**src/rtl/mtl_scan_timing.sv**
```systemverilog
`default_nettype none
// mtl_scan_timing: raster scan, sync/DE decode and frame-synchronous cube offset registers
// for the MTL 800x480 panel.
module mtl_scan_timing #(
  parameter int H_SYNC = 30,
  parameter int H_BP   = 16,
  parameter int H_ACT  = 800,
  parameter int H_FP   = 210,
  parameter int V_SYNC = 13,
  parameter int V_BP   = 10,
  parameter int V_ACT  = 480,
  parameter int V_FP   = 22,
  parameter int X_OFF0 = 400,
  parameter int Y_OFF0 = 200
) (
  input  logic        clk,
  input  logic        reset,
  input  logic        pix_en,
  output logic [10:0] x_cnt,
  output logic [9:0]  y_cnt,
  output logic        hsync_n,
  output logic        vsync_n,
  output logic        de,
  output logic        frame_tick,
  input  logic        off_req,
  input  logic [10:0] off_x,
  input  logic [9:0]  off_y,
  output logic        off_ack,
  output logic [10:0] x_offset,
  output logic [9:0]  y_offset
);

  localparam int H_TOTAL = H_SYNC + H_BP + H_ACT + H_FP;
  localparam int V_TOTAL = V_SYNC + V_BP + V_ACT + V_FP;

  localparam logic [10:0] H_LAST  = 11'(H_TOTAL - 1);
  localparam logic [9:0]  V_LAST  = 10'(V_TOTAL - 1);
  localparam logic [10:0] HS_END  = 11'(H_SYNC);
  localparam logic [9:0]  VS_END  = 10'(V_SYNC);
  localparam logic [10:0] DE_X0   = 11'(H_SYNC + H_BP);
  localparam logic [10:0] DE_X1   = 11'(H_SYNC + H_BP + H_ACT - 1);
  localparam logic [9:0]  DE_Y0   = 10'(V_SYNC + V_BP);
  localparam logic [9:0]  DE_Y1   = 10'(V_SYNC + V_BP + V_ACT - 1);
  localparam logic [10:0] X_RST   = 11'(X_OFF0);
  localparam logic [9:0]  Y_RST   = 10'(Y_OFF0);

  typedef enum logic {
    IDLE    = 1'b0,
    PENDING = 1'b1
  } state_t;

  state_t      state;
  logic [10:0] pend_x;
  logic [9:0]  pend_y;

  logic        x_end;
  logic        y_end;
  logic        wrap;
  logic [10:0] x_nxt;
  logic [9:0]  y_nxt;

  always_comb begin
    x_end = (x_cnt == H_LAST);
    y_end = (y_cnt == V_LAST);
    wrap  = pix_en && x_end && y_end;
    x_nxt = x_end ? 11'd0 : x_cnt + 11'd1;
    y_nxt = y_cnt;
    if (x_end) begin
      y_nxt = y_end ? 10'd0 : y_cnt + 10'd1;
    end
  end

  // Sync and DE are decoded from the next counter values so they line up with x_cnt/y_cnt.
  always_ff @(posedge clk or posedge reset) begin
    if (reset) begin
      x_cnt      <= '0;
      y_cnt      <= '0;
      hsync_n    <= 1'b0;
      vsync_n    <= 1'b0;
      de         <= 1'b0;
      frame_tick <= 1'b0;
    end else begin
      frame_tick <= wrap;
      if (pix_en) begin
        x_cnt   <= x_nxt;
        y_cnt   <= y_nxt;
        hsync_n <= (x_nxt >= HS_END);
        vsync_n <= (y_nxt >= VS_END);
        de      <= (x_nxt >= DE_X0) && (x_nxt <= DE_X1) &&
                   (y_nxt >= DE_Y0) && (y_nxt <= DE_Y1);
      end
    end
  end

  // Offsets only move on the wrap edge, so a cube is drawn with one offset per frame.
  always_ff @(posedge clk or posedge reset) begin
    if (reset) begin
      state    <= IDLE;
      off_ack  <= 1'b0;
      pend_x   <= '0;
      pend_y   <= '0;
      x_offset <= X_RST;
      y_offset <= Y_RST;
    end else begin
      off_ack <= 1'b0;
      case (state)
        IDLE: begin
          if (off_req) begin
            pend_x  <= off_x;
            pend_y  <= off_y;
            off_ack <= 1'b1;
            state   <= PENDING;
          end
        end
        PENDING: begin
          if (wrap) begin
            x_offset <= pend_x;
            y_offset <= pend_y;
            state    <= IDLE;
          end
        end
        default: state <= IDLE;
      endcase
    end
  end

endmodule
`default_nettype wire

```
**config.mk**
```make
export PLATFORM = sky130hd
export DESIGN_NAME = mtl_scan_timing
export DESIGN_NICKNAME = d
export VERILOG_FILES = /design/src/rtl/mtl_scan_timing.sv
export SDC_FILE = /design/constraint.sdc
export NUM_CORES = 1
export LEC_CHECK = 0
export CELL_PAD_IN_SITES_DETAIL_PLACEMENT = 1
export CELL_PAD_IN_SITES_GLOBAL_PLACEMENT = 1
export CORE_MARGIN = 2
export CORE_UTILIZATION = 40
export DETAILED_ROUTE_END_ITERATION = 8
export GPL_ROUTABILITY_DRIVEN = 0
export PLACE_DENSITY = 0.89
export SYNTH_ARGS = -nofsm -noshare
export SYNTH_HDL_FRONTEND = slang
export SYNTH_SLANG_ARGS = --single-unit
```
**constraint.sdc**
```tcl
create_clock -name clk -period 2.9 [get_ports clk]
set_clock_uncertainty 0.05 [all_clocks]
set_input_delay 0.87 -clock clk [delete_from_list [all_inputs] [get_ports clk]]
set_output_delay 0.87 -clock clk [all_outputs]
set_load 0.05 [all_outputs]
```
-- Yosys cells after proc, flatten, opt, wreduce, memory -nomap -nowiden
Cells that the tools add are included.
- register bits: 69
- latch bits: 0
- RAM bits: 0
- ROM bits: 0
- bits of input ports: 25
- output and inout bits: 47
- word-level logic and storage cells: 37
- memories: 0
- $add $sub $neg: 2
- multipliers: 0
- divide/modulo/power cells: 0
- magnitude comparators: 6
- equality and inequality tests: 2
- shift operators: 0
- muxes and demuxes: 7
- bitwise logic cells: 1
- reductions and logical operators: 7
- operators with widths (cell ; count):
    10-bit 2-to-1 mux ; 2
    11-bit by 1-bit adder with 11-bit output (second input constant) ; 1
    11-bit == test (second input constant) ; 1
    11-bit by 5-bit greater-or-equal comparator with 1-bit output (second input constant) ; 1
    11-bit by 6-bit greater-or-equal comparator with 1-bit output (second input constant) ; 1
    11-bit by 10-bit less-or-equal comparator with 1-bit output (second input constant) ; 1
    11-bit 2-to-1 mux ; 1
    10-bit by 1-bit adder with 10-bit output (second input constant) ; 1
    10-bit == test (second input constant) ; 1
    10-bit by 4-bit greater-or-equal comparator with 1-bit output (second input constant) ; 1
    10-bit by 5-bit greater-or-equal comparator with 1-bit output (second input constant) ; 1
    10-bit by 9-bit less-or-equal comparator with 1-bit output (second input constant) ; 1
    1-bit logical AND ; 5
    2-bit AND reduction ; 2
    1-bit 2-to-1 mux ; 3
    1-bit one-hot mux with 2 select lines ; 1
    1-bit NOT ; 1

-- Logic depth before layout (Yosys ltp)
Gate-level depths: netlist (run 1).
- depth after elaboration: 6
- mapped depth: 11
- gate-level depth less buffers: 9

-- Worst setup path after synthesis (run 1)
OpenSTA, ideal clock, no wires.
- path kind: register to register
- from: reg x_cnt[0]
- to: reg de
- setup time: 0.087 ns
- arrival: 2.447 ns
- data required time: 2.763 ns
- slack: 0.316 ns
- stages on the path, launching flop included: 11
- buffers on the path: 2
- period minus slack after synthesis: 2.584 ns
- cell sequence: dfrtp_1 -> ha_1 -> buf_6 -> and4_4 -> and3_1 -> buf_6 -> mux2i_1 -> o22ai_1 -> a2111oi_2 -> o2111ai_1 -> a22oi_1
- word-level cells in the longest chain between the ends: 6
- RTL lines (element ; line ; text):
    start, declared ; 19 ; output logic [10:0] x_cnt,
    start signal, assigned ; 85 ; x_cnt <= x_nxt;
    11-bit by 1-bit adder with 11-bit output / 11-bit == test (equally long branches) ; 66, 63 ;
    11-bit 2-to-1 mux ; 66 ; x_nxt = x_end ? 11'd0 : x_cnt + 11'd1;
    11-bit by 6-bit greater-or-equal comparator with 1-bit output / 11-bit by 10-bit less-or-equal comparator with 1-bit output (equally long branches) ; 89 ; de <= (x_nxt >= DE_X0) && (x_nxt <= DE_X1) &&
    1-bit logical AND (2 in series) ; 89 ;
    1-bit logical AND * ; 90 ; (y_nxt >= DE_Y0) && (y_nxt <= DE_Y1);
    end signal, assigned ; 89 ;
    end, declared ; 23 ; output logic de,
Mark *: on every way between the ends. The rest lies on a longest branch, timed or not.
A chain may end at the register's enable or synchronous reset.

-- Final worst setup path (run 1)
- from: reg x_cnt[6]
- to: out x_cnt[6]
No word-level cell between the ends.

==> flow_metrics.py, run 1 <==
metrics = {
    "global_routing": {
        "first_global_vias": 3003,
        "gr-total-overflow": 0,
        "grt_antenna_before_repair": 0,
        "global_route_wire_length_before_repair_um": 15020,
        "grt_usage_pct": 19.42,
        "grt_start_max_net_pins": 70,
    },
    "yosys": {
        "post_synth_main_area_contributors": "dfrtp_1 (44%), mux2_2 (13%), dfstp_2 (4.4%)",
        "synth-edff-count": 0,
        "yosys.area.top_type_share_pct": 43.63,
        "post_synth_instance_area_um2": 3613,
        "synth_nets": 358,
        "synth.yosys.seq_area_share_pct": 47.99,
        "syn_inst": 328,
        "avgSynthCellArea_um2": 11.02,
        "ys_ff_latch": 69,
        "synth_largest_area_cell": "dfrtp_1",
        "postSynth.topFlopCell": "dfrtp_1",
        "postSynth.asyncResetShare_pct": 100.0,
        "synth-warning-count": 0,
        "ys_types": 59,
    },
    "route": {
        "drt_first_iter_violations": 89,
        "antenna_violating_nets_post_route": 0,
        "wl_per_cell_um": 18.04,
        "detailroute.via_count": 2802,
        "dr.pass1.iters": 5,
        "post_drt_via_cell_ratio": 5.538,
        "remaining_drc_errors": 0,
        "wl_um": 9126,
    },
    "sta": {
        "finalCritPeriodShare_pct": 96.86,
        "timing.final.setup_violations": 0,
        "number_of_endpoints_with_negative_hold_slack_in_the_final_report": 0,
        "tightest_slew_ns": 0.5341,
        "period_minus_slack_ns": 2.809,
        "maxClockFrequency_ghz": 0.3560,
        "timing.slew.headroom_pct": 64.28,
        "worst_hold_slack_ns": 0.4578,
        "totalNegativeSetupSlack_ns": 0,
        "rsz0062_at_grt": "no",
        "worst_slack_ns": 0.09104,
        "slew_violations": 0,
    },
    "critical_path": {
        "cell_chain_critical_path": "clkdlybuf4s50_1",
        "worstPathBufferInverterCount": 1,
        "crit_slowest_cell": "clkdlybuf4s50_1",
        "critical_path_class": "flop to output port",
        "critical_path_peak_fanout": 11,
        "setup.worst_path.end_class": "output port",
        "crit_required_ns": 1.98,
        "cpLargestDelayFamily": "buffers and inverters",
        "critical_path_startpoint_category": "flop",
        "timing.critical_path.arrival_ns": 1.89,
        "max_stage_delay_ns": 0.89,
    },
    "floorplan": {
        "io-pin-count": 72,
        "core.rowCount": 34,
        "die-height_um": 99.05,
        "core_area_um2": 8721,
        "die_width_um": 99.05,
        "initial_utilization_pct": 41.43,
        "design.die.area_um2": 9810,
    },
    "hold_path": {
        "hold_path_class": "flop to flop",
    },
    "layout": {
        "syn_to_final_growth_pct": 28.43,
        "antenna_cells_inserted": 0,
        "layout.nets": 424,
        "final_layout_size_suffix_gt1_share_pct": 21.86,
    },
    "clock_network": {
        "cts_root_buf": "clkbuf_8",
        "insertion_delay_ns": 0.35,
        "cts_tree": "done",
        "cts-resized-gates": 0,
        "cts-htree-levels": 3,
        "post-cts-setup-buffer-count": 0,
        "tritoncts.num_buffers": 9,
        "clk_transition_reported_paths_ns": 0.09,
        "numClockSinks": 69,
        "cts_hold_buf": 0,
        "max-clock-path-buffers": 2,
    },
    "flow_run": {
        "cap_viol_max_count": 0,
    },
    "power": {
        "power.static_leakage_nw": 1.954,
        "vdd.ir_drop.worst_v": 0.0002967,
        "powerDensity_nw_per_um2": 573.7,
    },
    "status": {
        "status": "complete, no violations",
    },
    "placed_design": {
        "place_hpwl_um": 6236,
        "numPortBuffers": 71,
        "place_worst_setup_slack_ns": 0.1194,
    },
}
## power breakdown
part / total (W) / switching [W] / internal [W]
Sequential: 0.00115 / 0.000113 / 0.00104
Clock: 0.000950 / 0.000382 / 0.000568
Combinational: 0.000563 / 0.000338 / 0.000225
Total: 0.00266 / 0.000832 / 0.00183
## worst paths after layout
check / from / endpoint / slack [ns] / cells after the start
setup / recovery: x_cnt[6]$_DFFE_PP0P_ / x_cnt[6] / 0.09 / 1
hold / removal: x_offset[10]$_DFFE_PP0P_ / x_offset[10]$_DFFE_PP0P_ / 0.46 / 1
setup reg to reg: x_cnt[0]$_DFFE_PP0P_ / de$_DFFE_PP0P_ / 0.12 / 8
hold reg to reg: x_offset[10]$_DFFE_PP0P_ / x_offset[10]$_DFFE_PP0P_ / 0.46 / 1
max in group asynchronous: reset / y_offset[7]$_DFFE_PP1P_ / 1.60 / 3
min in group asynchronous: reset / x_cnt[7]$_DFFE_PP0P_ / 0.86 / 3
## synth_stat cells (all sizes together), types with 5 or more instances
library cell and count:
dfrtp 63, a21oi 8, nand3 11, inv 10, xor2 8, buf 21
o211ai 5, nand2 23, dfstp 6, mux2 42, nor2 20, xnor2 11
and3 7, nor3 9, o31ai 7, nand4 8, ha 5, clkbuf 6
o21ai 11
## metrics by stage
step | utilization (%) | cells | instance area, um2 | power [W]
2_1_floorplan | - | 328 | 3613 | 0.001543
3_3_place_gp | 50.36 | 491 | 4392 | 0.001693
3_5_place_dp | 50.36 | 491 | 4392 | 0.001718
4_1_cts | 53.07 | 506 | 4628 | 0.002678
5_1_grt | 53.21 | 506 | 4641 | 0.002784
6_report | 53.21 | 506 | 4641 | 0.002662
## sequential cells by signal, indices dropped and copies added (netlist names)
| register | flops |
|---|---|
| pend_x | 11 |
| x_cnt | 11 |
| x_offset | 11 |
| pend_y | 10 |
| y_cnt | 10 |
| y_offset | 10 |
| de | 1 |
| frame_tick | 1 |
| hsync_n | 1 |
| off_ack | 1 |
| state | 1 |
| vsync_n | 1 |
## routing by layer
layer,up-vias,share of wire (%),GRT usage (%)
li1,1309,-,-
met1,1392,42,24.28
met2,79,51,32.74
met3,22,4.2,4.539
met4,0,2.5,7.271
met5,-,0,0
## placed cells by master (no fill, tap or decap), drive strengths merged, types with 3 or more instances in the layout
cell / instances
clkdlybuf4s50: 71
dfrtp: 63
mux2: 42
nand2: 23
nor2: 20
xnor2: 11
nand3: 11
o21ai: 11
buf: 11
inv: 10
clkbuf: 9
nor3: 9
xor2: 8
a21oi: 8
nand4: 8
and3: 7
o31ai: 7
dfstp: 6
o211ai: 5
ha: 5
nand2b: 4
nor4: 4
or3: 3
o22ai: 3
bufinv: 3
clkinv: 3
## final cells by class
type / count / area [um2]
Fill cell: 947 / 4080
Sequential cell: 69 / 1734
Multi-Input combinational cell: 222 / 1692
Timing Repair Buffer: 82 / 805.8
Tap cell: 108 / 135.1
Clock buffer: 9 / 123.9
Clock inverter: 6 / 112.6
Inverter: 10 / 37.54
## cell families after synthesis
| kind of cell | Yosys count | synth area share (%) |
|---|---|---|
| and+or+nand+nor | 96 | 14.89 |
| DFF | 69 | 47.99 |
| AOI/OAI and AO/OA | 58 | 11.53 |
| muxes | 44 | 13.64 |
| buffers and inverters | 37 | 5.610 |
| xor gates and xnor gates | 19 | 4.605 |
| adders and majority gates | 5 | 1.731 |
Power figures use the tool's default switching activity.
==> run 2, diff against run 1 <==
--- a/config.mk
+++ b/config.mk
@@ -7,8 +7,9 @@
 export LEC_CHECK = 0
 export CELL_PAD_IN_SITES_DETAIL_PLACEMENT = 1
 export CELL_PAD_IN_SITES_GLOBAL_PLACEMENT = 1
-export CORE_MARGIN = 2
+export CORE_MARGIN = 3
 export CORE_UTILIZATION = 40
+export CTS_CLUSTER_SIZE = 12
 export DETAILED_ROUTE_END_ITERATION = 8
 export GPL_ROUTABILITY_DRIVEN = 0
 export PLACE_DENSITY = 0.89
==> flow_metrics.py, run 2 (synthesis results as in run 1) <==
metrics = {
    "status": {
        "status": "complete, no violations",
    },
    "route": {
        "antenna_violating_nets_post_route": 0,
        "wl_per_cell_um": 18.61,
        "wl_um": 9452,
        "drt_first_iter_violations": 99,
        "dr.pass1.iters": 4,
        "detailroute.via_count": 2827,
        "post_drt_via_cell_ratio": 5.565,
        "remaining_drc_errors": 0,
    },
    "sta": {
        "worst_hold_slack_ns": 0.4597,
        "number_of_endpoints_with_negative_hold_slack_in_the_final_report": 0,
        "totalNegativeSetupSlack_ns": 0,
        "finalCritPeriodShare_pct": 96.35,
        "rsz0062_at_grt": "no",
        "tightest_slew_ns": 0.5650,
        "timing.final.setup_violations": 0,
        "slew_violations": 0,
        "period_minus_slack_ns": 2.794,
        "maxClockFrequency_ghz": 0.3579,
        "timing.slew.headroom_pct": 62.04,
    },
    "floorplan": {
        "die-height_um": 101.0,
        "die_width_um": 101.0,
        "core_area_um2": 8763,
        "initial_utilization_pct": 41.23,
        "io-pin-count": 72,
        "design.die.area_um2": 10210,
        "core.rowCount": 34,
    },
    "power": {
        "switching_share_pct": 33.26,
        "vdd.ir_drop.worst_v": 0.0002106,
        "power.total_w": 0.002487,
        "pwr-share-comb_pct": 22.4,
        "power.internal_w": 0.001660,
        "powerDensity_nw_per_um2": 541.8,
        "netSwitchingPower_w": 0.0008272,
        "sequentialPowerShare_pct": 46.3,
        "power.static_leakage_nw": 1.933,
        "share_clk_of_total_power_pct": 31.3,
    },
    "layout": {
        "layout_commonest_cell": "clkdlybuf4s50_1",
        "commonest_cells_after_routing_fill_and_taps_aside": "clkdlybuf4s50_1 (71), dfrtp_1 (63), mux2_2 (42)",
        "registers_with_the_most_flip_flops": "pend_x: 11 flops, x_cnt: 11 flops, x_offset: 11 flops",
        "antenna_cells_inserted": 0,
        "postLayoutCoreUtil_pct": 52.38,
        "layout.nets": 425,
        "final_layout_size_suffix_gt1_share_pct": 21.75,
        "syn_to_final_growth_pct": 27.04,
        "final-instance-count-excl-fill": 508,
    },
    "critical_path": {
        "crit_required_ns": 1.98,
        "worstSetupPathDepth": 1,
        "cell_chain_critical_path": "clkdlybuf4s50_1",
        "setup.worst_path.end_class": "output port",
        "crit_slowest_cell": "clkdlybuf4s50_1",
        "critical_path_startpoint_category": "flop",
        "critical_path_peak_fanout": 11,
        "worstPathBufferInverterCount": 1,
        "timing.critical_path.arrival_ns": 1.87,
        "max_stage_delay_ns": 0.89,
        "r2r.worst_path.cells": 8,
        "critical_path_class": "flop to output port",
        "cpLargestDelayFamily": "buffers and inverters",
    },
    "placed_design": {
        "place_hpwl_um": 6685,
        "place_inst": 492,
        "numPortBuffers": 71,
    },
    "global_routing": {
        "grt_start_max_net_pins": 43,
        "use_met2_pct": 32.49,
        "global_route_wire_length_before_repair_um": 15770,
        "grt_use_met1_pct": 26.10,
        "grt_most_used_layer": "met2",
        "gr-total-overflow": 0,
        "global_route.usage.met3_pct": 4.083,
        "first_global_vias": 3002,
        "grt_antenna_before_repair": 0,
        "grt_usage_pct": 19.55,
    },
    "flow_run": {
        "cap_viol_max_count": 0,
    },
    "clock_network": {
        "numClockSinks": 69,
        "cts-htree-levels": 3,
        "cts_tree": "done",
        "cts-resized-gates": 0,
        "insertion_delay_ns": 0.34,
        "cts_root_buf": "clkbuf_8",
        "clk_transition_reported_paths_ns": 0.08,
        "post-cts-setup-buffer-count": 0,
        "tritoncts.num_buffers": 9,
        "cts_hold_buf": 0,
        "max-clock-path-buffers": 2,
    },
    "hold_path": {
        "hold_depth": 1,
        "hold_path_class": "flop to flop",
    },
}
-- run 2: metrics by stage --
stage               instance area [um2]  setup slack [ns]
floorplan                          3613            0.2501
global placement                   4399            0.4536
detailed placement                 4399            0.3456
CTS                                4591            0.1164
global route                       4591           0.04572
finish                             4591            0.1058
-- run 2: path summary, 6_finish.rpt --
| path | startpoint | end | slack [ns] |
|---|---|---|---|
| min reg2reg | pend_x[5]$_DFFE_PP0P_ | x_offset[5]$_DFFE_PP0P_ | 0.46 |
| max reg2reg | x_cnt[0]$_DFFE_PP0P_ | de$_DFFE_PP0P_ | 0.32 |
| max in group asynchronous | reset | y_offset[6]$_DFFE_PP1P_ | 1.31 |
| min | pend_x[5]$_DFFE_PP0P_ | x_offset[5]$_DFFE_PP0P_ | 0.46 |
| max | x_cnt[6]$_DFFE_PP0P_ | x_cnt[6] | 0.11 |
| min in group asynchronous | reset | pend_x[1]$_DFFE_PP0P_ | 0.84 |
-- run 2: power by group through the flow --
stage	clock [W]	sequential [W]	combinational (W)
global route	0.000846	0.00117	0.000606
finish	0.000778	0.00115	0.000558
global placement	0	0.00116	0.000543
CTS	0.000793	0.00115	0.000563
floorplan	0	0.00125	0.000289
detailed placement	0	0.00117	0.000560
-- run 2: metal layers --
metal / part of all wire, % / vias up
met5: 0 / -
met4: 0.98 / 0
met3: 4.0 / 8
met2: 52 / 65
met1: 43 / 1448
li1: - / 1306
-- run 2: layout make-up --
| cell class | count | area [um2] |
|---|---|---|
| fillers | 961 | 4173 |
| flip-flops and latches | 69 | 1734 |
| multi-input cells | 222 | 1679 |
| repair buffers | 83 | 813.3 |
| well taps | 108 | 135.1 |
| clock buffers | 10 | 127.6 |
| clock inverters | 6 | 63.81 |
| inverters | 10 | 37.54 |
==> run 3, diff against run 2 <==
--- a/config.mk
+++ b/config.mk
@@ -6,9 +6,9 @@
 export NUM_CORES = 1
 export LEC_CHECK = 0
 export CELL_PAD_IN_SITES_DETAIL_PLACEMENT = 1
-export CELL_PAD_IN_SITES_GLOBAL_PLACEMENT = 1
+export CELL_PAD_IN_SITES_GLOBAL_PLACEMENT = 2
 export CORE_MARGIN = 3
-export CORE_UTILIZATION = 40
+export CORE_UTILIZATION = 33
 export CTS_CLUSTER_SIZE = 12
 export DETAILED_ROUTE_END_ITERATION = 8
 export GPL_ROUTABILITY_DRIVEN = 0
==> flow_metrics.py, run 3 (synthesis results as in run 1) <==
metrics = {
    "sta": {
        "maxClockFrequency_ghz": 0.3619,
        "timing.slew.headroom_pct": 63.90,
        "timing.final.setup_violations": 0,
        "slew_violations": 0,
        "worst_hold_slack_ns": 0.4573,
        "totalNegativeSetupSlack_ns": 0,
        "worst_slack_ns": 0.1366,
        "period_minus_slack_ns": 2.763,
        "rsz0062_at_grt": "no",
        "number_of_endpoints_with_negative_hold_slack_in_the_final_report": 0,
        "finalCritPeriodShare_pct": 95.29,
        "tightest_slew_ns": 0.5399,
    },
    "route": {
        "drt_first_iter_violations": 136,
        "dr.pass1.iters": 4,
        "detailroute.via_count": 2750,
        "wl_per_cell_um": 16.94,
        "remaining_drc_errors": 0,
        "post_drt_via_cell_ratio": 5.121,
        "antenna_violating_nets_post_route": 0,
        "wl_um": 9095,
    },
    "layout": {
        "final_cell_area_um2": 4677,
        "syn_to_final_growth_pct": 29.43,
        "registers_with_the_most_flip_flops": "pend_x: 11 flops, x_cnt: 11 flops, x_offset: 11 flops",
        "layout_commonest_cell": "clkdlybuf4s50_1",
        "final_layout_size_suffix_gt1_share_pct": 22.19,
        "layout.nets": 426,
        "fillers": 1158,
        "commonest_cells_after_routing_fill_and_taps_aside": "clkdlybuf4s50_1 (71), dfrtp_1 (63), mux2_2 (42)",
        "antenna_cells_inserted": 0,
    },
    "critical_path": {
        "critical_path_startpoint_category": "flop",
        "crit_slowest_cell": "clkdlybuf4s50_1",
        "cpLargestDelayFamily": "buffers and inverters",
        "cell_chain_critical_path": "clkdlybuf4s50_1",
        "timing.critical_path.arrival_ns": 1.84,
        "critical_path_peak_fanout": 11,
        "rrSetupSlack_ns": 0.29,
        "crit_required_ns": 1.98,
        "rr_startpoint": "x_cnt[0]$_DFFE_PP0P_",
        "startpoint": "x_cnt[5]$_DFFE_PP0P_",
        "r2r.worst_path.cells": 9,
        "setup.worst_path.end_class": "output port",
        "r2r-end": "de$_DFFE_PP0P_",
        "critical_path_class": "flop to output port",
        "worstPathBufferInverterCount": 1,
        "max_stage_delay_ns": 0.89,
    },
    "status": {
        "status": "complete, no violations",
    },
    "power": {
        "vdd.ir_drop.worst_v": 0.0002805,
        "power.total_w": 0.002583,
        "power.static_leakage_nw": 1.958,
        "powerDensity_nw_per_um2": 552.3,
    },
    "clock_network": {
        "cts-htree-levels": 3,
        "clk_transition_reported_paths_ns": 0.08,
        "tritoncts.num_buffers": 9,
        "max-clock-path-buffers": 2,
        "cts-resized-gates": 0,
        "numClockSinks": 69,
        "cts_root_buf": "clkbuf_8",
        "cts_tree": "done",
        "post-cts-setup-buffer-count": 0,
        "cts_hold_buf": 0,
        "insertion_delay_ns": 0.35,
    },
    "floorplan": {
        "design.die.area_um2": 12240,
        "die_width_um": 110.6,
        "initial_utilization_pct": 34.39,
        "io-pin-count": 72,
        "die-height_um": 110.6,
        "core_area_um2": 10510,
        "core.rowCount": 37,
    },
    "placed_design": {
        "place_hpwl_um": 6537,
        "place_worst_setup_slack_ns": 0.3249,
        "numPortBuffers": 71,
        "placed_area_um2": 4454,
    },
    "hold_path": {
        "hold_path_class": "flop to flop",
        "min_to": "y_offset[4]$_DFFE_PP0P_",
        "hold_path.startpoint": "pend_y[4]$_DFFE_PP0P_",
        "hold_depth": 1,
    },
    "global_routing": {
        "first_global_vias": 2946,
        "grt_start_max_net_pins": 54,
        "gr-total-overflow": 0,
        "grt_usage_pct": 15.39,
        "global_route_wire_length_before_repair_um": 15490,
        "grt_antenna_before_repair": 0,
    },
    "flow_run": {
        "cap_viol_max_count": 0,
    },
}
-- run 3: cell types whose count changed in the layout (fill, tap and decap cells not counted), sizes merged --
cell	before	now
bufinv	1	2
clkbuf	10	9
buf	12	13
clkinvlp	2	1
clkinv	2	3
-- run 3: area by class of cell --
cell class	instances	area, um2	area share (%)
repair buffers	84	833.3	17.82
clock inverters	7	98.84	2.113
inverters	10	37.54	0.8026
well taps	136	170.2	3.638
clock buffers	9	123.9	2.648
flip-flops and latches	69	1734	37.08
multi-input cells	222	1679	35.90
-- run 3: worst max-delay path by stage --
stage / to / cells after the start
final: x_cnt[5] / 1
after floorplan: de$_DFFE_PP0P_ / 1
after global placement: de$_DFFE_PP0P_ / 9
after global routing: x_cnt[5] / 1
after CTS: y_cnt[8] / 1
after detailed placement: de$_DFFE_PP0P_ / 9
-- run 3: per-layer routing --
layer | global-route usage (%) | vias up | part of all wire, %
met5 | 0 | - | 0
met4 | 4.762 | 0 | 0.78
met3 | 3.178 | 7 | 3.4
met2 | 25.57 | 47 | 51
met1 | 20.15 | 1391 | 45
li1 | - | 1305 | -
-- run 3: where the power goes --
group / switching, W / internal, W
logic: 0.000338 / 0.000230
clock network: 0.000388 / 0.000488
registers: 0.000101 / 0.00104
total: 0.000827 / 0.00176
-- run 3: stage by stage --
step / util, % / std cells
finish: 44.51 / 537
global route: 44.51 / 537
CTS: 44.51 / 537
detailed placement: 42.39 / 521
global placement: 42.39 / 521
floorplan: - / 328
